### config.mk
export PLATFORM = sky130hd
export DESIGN_NAME = sipo_8_asyncrst
export DESIGN_NICKNAME = d
export VERILOG_FILES = /design/src/rtl/sipo_8_asyncrst.sv
export SDC_FILE = /design/constraint.sdc
export NUM_CORES = 1
export LEC_CHECK = 0
export CAP_MARGIN = 20
export CORE_ASPECT_RATIO = 1.4
export CORE_MARGIN = 2
export CORE_UTILIZATION = 54
export CTS_BUF_LIST = sky130_fd_sc_hd__clkbuf_8
export DETAILED_ROUTE_END_ITERATION = 8
export GPL_ROUTABILITY_DRIVEN = 0
export PLACE_DENSITY = 0.81
export SYNTH_ARGS = -nofsm -noshare
export SYNTH_HDL_FRONTEND = slang
export SYNTH_SLANG_ARGS = --single-unit
### constraint.sdc
create_clock -name clk -period 2.5 [get_ports clk]
set_input_delay 0.25 -clock clk [delete_from_list [all_inputs] [get_ports clk]]
set_output_delay 0.25 -clock clk [all_outputs]
set_load 0.005 [all_outputs]
### src/rtl/sipo_8_asyncrst.sv
// Serial-in / parallel-out byte receiver with optional even-parity check.
// Completed bytes are presented on D with a single-cycle d_valid strobe.
module sipo_8_asyncrst #(
    parameter bit PARITY_EN = 1'b1,
    parameter bit MSB_FIRST = 1'b1
) (
    input  logic       clk,
    input  logic       rst,
    input  logic       start,
    input  logic       bit_en,
    input  logic       s_bit,
    output logic [7:0] D,
    output logic       d_valid,
    output logic       par_err,
    output logic       busy
);

    typedef enum logic [1:0] {IDLE, DATA, PARITY} state_t;

    state_t     state_reg;
    logic [7:0] shift_reg;
    logic [2:0] cnt_reg;
    logic [7:0] shift_next;

    // Shift register contents after accepting s_bit; the first bit of a
    // frame migrates to D[7] (MSB_FIRST) or to D[0] by the eighth bit.
    genvar gi;
    generate
        for (gi = 0; gi < 8; gi++) begin : g_shift
            if (MSB_FIRST) begin : g_msb
                if (gi == 0) begin : g_in
                    assign shift_next[gi] = s_bit;
                end else begin : g_mv
                    assign shift_next[gi] = shift_reg[gi-1];
                end
            end else begin : g_lsb
                if (gi == 7) begin : g_in
                    assign shift_next[gi] = s_bit;
                end else begin : g_mv
                    assign shift_next[gi] = shift_reg[gi+1];
                end
            end
        end
    endgenerate

    assign busy = (state_reg != IDLE);

    always_ff @(posedge clk or posedge rst) begin
        if (rst) begin
            state_reg <= IDLE;
            shift_reg <= 8'h00;
            cnt_reg   <= 3'd0;
            D         <= 8'h00;
            d_valid   <= 1'b0;
            par_err   <= 1'b0;
        end else begin
            d_valid <= 1'b0;
            par_err <= 1'b0;
            // start wins over any bit presented in the same cycle
            if (start) begin
                state_reg <= DATA;
                cnt_reg   <= 3'd0;
                shift_reg <= 8'h00;
            end else begin
                case (state_reg)
                    IDLE: ;
                    DATA: begin
                        if (bit_en) begin
                            shift_reg <= shift_next;
                            if (cnt_reg == 3'd7) begin
                                cnt_reg <= 3'd0;
                                if (PARITY_EN) begin
                                    state_reg <= PARITY;
                                end else begin
                                    D         <= shift_next;
                                    d_valid   <= 1'b1;
                                    state_reg <= IDLE;
                                end
                            end else begin
                                cnt_reg <= cnt_reg + 3'd1;
                            end
                        end
                    end
                    PARITY: begin
                        if (bit_en) begin
                            if ((^shift_reg ^ s_bit) == 1'b0) begin
                                D       <= shift_reg;
                                d_valid <= 1'b1;
                            end else begin
                                par_err <= 1'b1;
                            end
                            state_reg <= IDLE;
                        end
                    end
                    default: state_reg <= IDLE;
                endcase
            end
        end
    end

endmodule

==> flow_metrics.env <==
export IMPL_n_fill_cell=140
export IMPL_hold_viol=0
export IMPL_arrival_ps=2150
export IMPL_core_sq_mm=0.00178
export IMPL_dieWidth_um=40.9
export IMPL_routed_wl_mm=1.84
export IMPL_wl_per_cell_um=15.3
export IMPL_final_util_pct=71.1
export IMPL_cts_tree="yes"
export IMPL_period_share_pct=80.1
export IMPL_endpoint_kind="flop"
export IMPL_cts_setup_buffers=0
export IMPL_syn_instance_count=80
export IMPL_fin_worst_skew_ps=3.49
export IMPL_path_cells="xor2_1 > xnor3_1 > mux2i_4 > mux2_1"
export IMPL_ios=16
export IMPL_drv_slew=0
export IMPL_crit_path_top_delay_cell="xnor3_1"
export IMPL_dpl_cell_area_sq_mm=0.00122
export IMPL_vias_per_cell=5.52
export IMPL_diodes=0
export IMPL_cts_sinks=23
export IMPL_drt_iter0_markers=6
export IMPL_grt_max_degree=24
export IMPL_relSlewSlack_pct=43.3
export IMPL_drv_max_cap_violation_count=0
export IMPL_final_common_cell="dfrtp_1"
export IMPL_htree_levels=1
export IMPL_crit_path_start_kind="flop"
export IMPL_fin_crit_ps=2000
export IMPL_overflow=0
export IMPL_hpwl_mm=1.36
export IMPL_r2r_start="shift_reg[0]"
export IMPL_route_detailed_drc=0
export IMPL_final_setup_tns_ps=0
export IMPL_start_util_pct=57.8
export IMPL_final_cell_mix="dfrtp_1, clkdlybuf4s50_1, nor2_1"
export IMPL_syn2layout_area_growth_pct=23.0
export IMPL_clkTransAtPathRegs_ps=80
export IMPL_grt_pass1_wl_mm=2.99
export IMPL_final_nets=108
export IMPL_firstDrtPassIters=4
export IMPL_hold_buffers=0
export IMPL_clockRootBuffer="clkbuf_8"
export IMPL_p_leak_uw=0.000609
export IMPL_power_density_mw_per_mm2=522
export IMPL_cp_depth=4
export IMPL_post_cts_resized=0
export IMPL_worst_path_max_fanout=9
export IMPL_clk_latency_ps=260
export IMPL_yosysWarnings=0
export IMPL_multi_input_area_sq_um=442
export IMPL_design_area_sq_mm=0.00126
export IMPL_die_area_sq_mm=0.00227
export IMPL_status="complete, no violations"
export IMPL_setup_viol=0
export IMPL_place_port_buffers=15
export IMPL_tightestPinTransition_ps=849
export IMPL_fp_dieH_um=55.6
export IMPL_syn_nets=87
export IMPL_placed_cells=116
export IMPL_final_layout_size_suffix_gt1_share_pct=16.0
export IMPL_hold_path_class="input pin to async pin"
export IMPL_irDropWorstVdd_uv=383
export IMPL_synth_seq_area_share_pct=56.0
export IMPL_regArea_sq_um=576
export IMPL_synth_cell_type_count=24
export IMPL_rrSetupSlack_ps=500
export IMPL_cp_required_ps=2640
export IMPL_max_freq_mhz=500
export IMPL_worst_r2r_endpoint="D[0]"
export IMPL_row_count=18
export IMPL_r2r_worst_path_cells=4
export IMPL_cts_max_path_buffers=2
export IMPL_grt_pass1_vias=702
export IMPL_syn_area_sq_mm=0.00103
export IMPL_dr_total_vias=662
export IMPL_hold_slack_ps=454
export IMPL_crit_family="multiplexers"
export IMPL_ant_nets=0
export IMPL_track_usage_pct=19.4
export IMPL_cts_buffers_inserted=3
export IMPL_critPathMaxStageDelay_ps=480
export IMPL_syn_avg_cell_area_sq_um=12.9
export IMPL_rsz0062_at_grt="no"
export IMPL_ys_ff_latch=23
export IMPL_crit_type="flop to flop"
export IMPL_crit_buf_inv=0
export IMPL_fin_cells=120
export IMPL_antenna_found_initial=0
## metal layers
layer / vias up / GRT usage [%] / routed length (um) / share of wire [%]
met4: 0 / 10.0 / 36 / 2.0
met3: 4 / 2.40 / 42 / 2.3
met1: 336 / 23.4 / 777 / 42
met5: - / 0 / 0 / 0
li1: 313 / - / - / -
met2: 9 / 31.5 / 985 / 54
## where the power goes
part / switching [uW] / leakage [uW] / total, uW / internal [uW]
logic: 26.4 / 0.000270 / 51.8 / 25.4
registers: 4.26 / 0.000314 / 380 / 376
clock network: 116 / 0.0000255 / 228 / 111
## cell usage after synthesis (all sizes together)
cell type	n	share of area, %
dfrtp	23	56
mux2i	9	10
nor2	9	3.3
mux2	8	8.8
nand2	6	2.2
a21oi	3	1.5
clkbuf	2	0.73
ha	2	2.4
nand3	2	0.97
xnor2	2	1.7
xnor3	2	4.4
xor2	2	1.7
a21o	1	0.73
a31oi	1	0.61
and2	1	0.61
inv	1	0.36
nand2b	1	0.61
nor2b	1	0.61
nor3b	1	0.73
nor4bb	1	0.97
or2	1	0.61
or3	1	0.61
## cells by family after synthesis
group / count (synthesis) / share of synthesized area (%)
buf+inv: 3 / 1.09
compound gates: 5 / 2.80
flops: 23 / 56.0
fa+ha+maj: 2 / 2.43
simple gates: 24 / 11.2
mux: 17 / 18.7
xor+xnor: 6 / 7.79
## worst max-delay path by stage
stage	startpoint	end	slack, ps
floorplan	shift_reg[0]	D[1]	650
finish	shift_reg[0]	D[0]	500
detailed placement	bit_en	D[3]	270
CTS	shift_reg[0]	D[0]	470
global placement	bit_en	D[5]	310
global route	bit_en	D[0]	390
## final cells by class
| type | instances | share of cell area [%] |
|---|---|---|
| timing repair buffer | 18 | 13.6 |
| tap | 20 | 1.98 |
| multi-input combinational | 54 | 34.9 |
| clock buffer | 3 | 3.26 |
| inverter | 1 | 0.297 |
| clock inverter | 1 | 0.396 |
| sequential | 23 | 45.5 |
## through the flow
step	setup WS, ps	power [uW]
after floorplan	645	421
after global placement	310	438
after detailed placement	275	441
after CTS	466	668
after global routing	385	684
final	498	660
(Power assumes the default switching activity.)
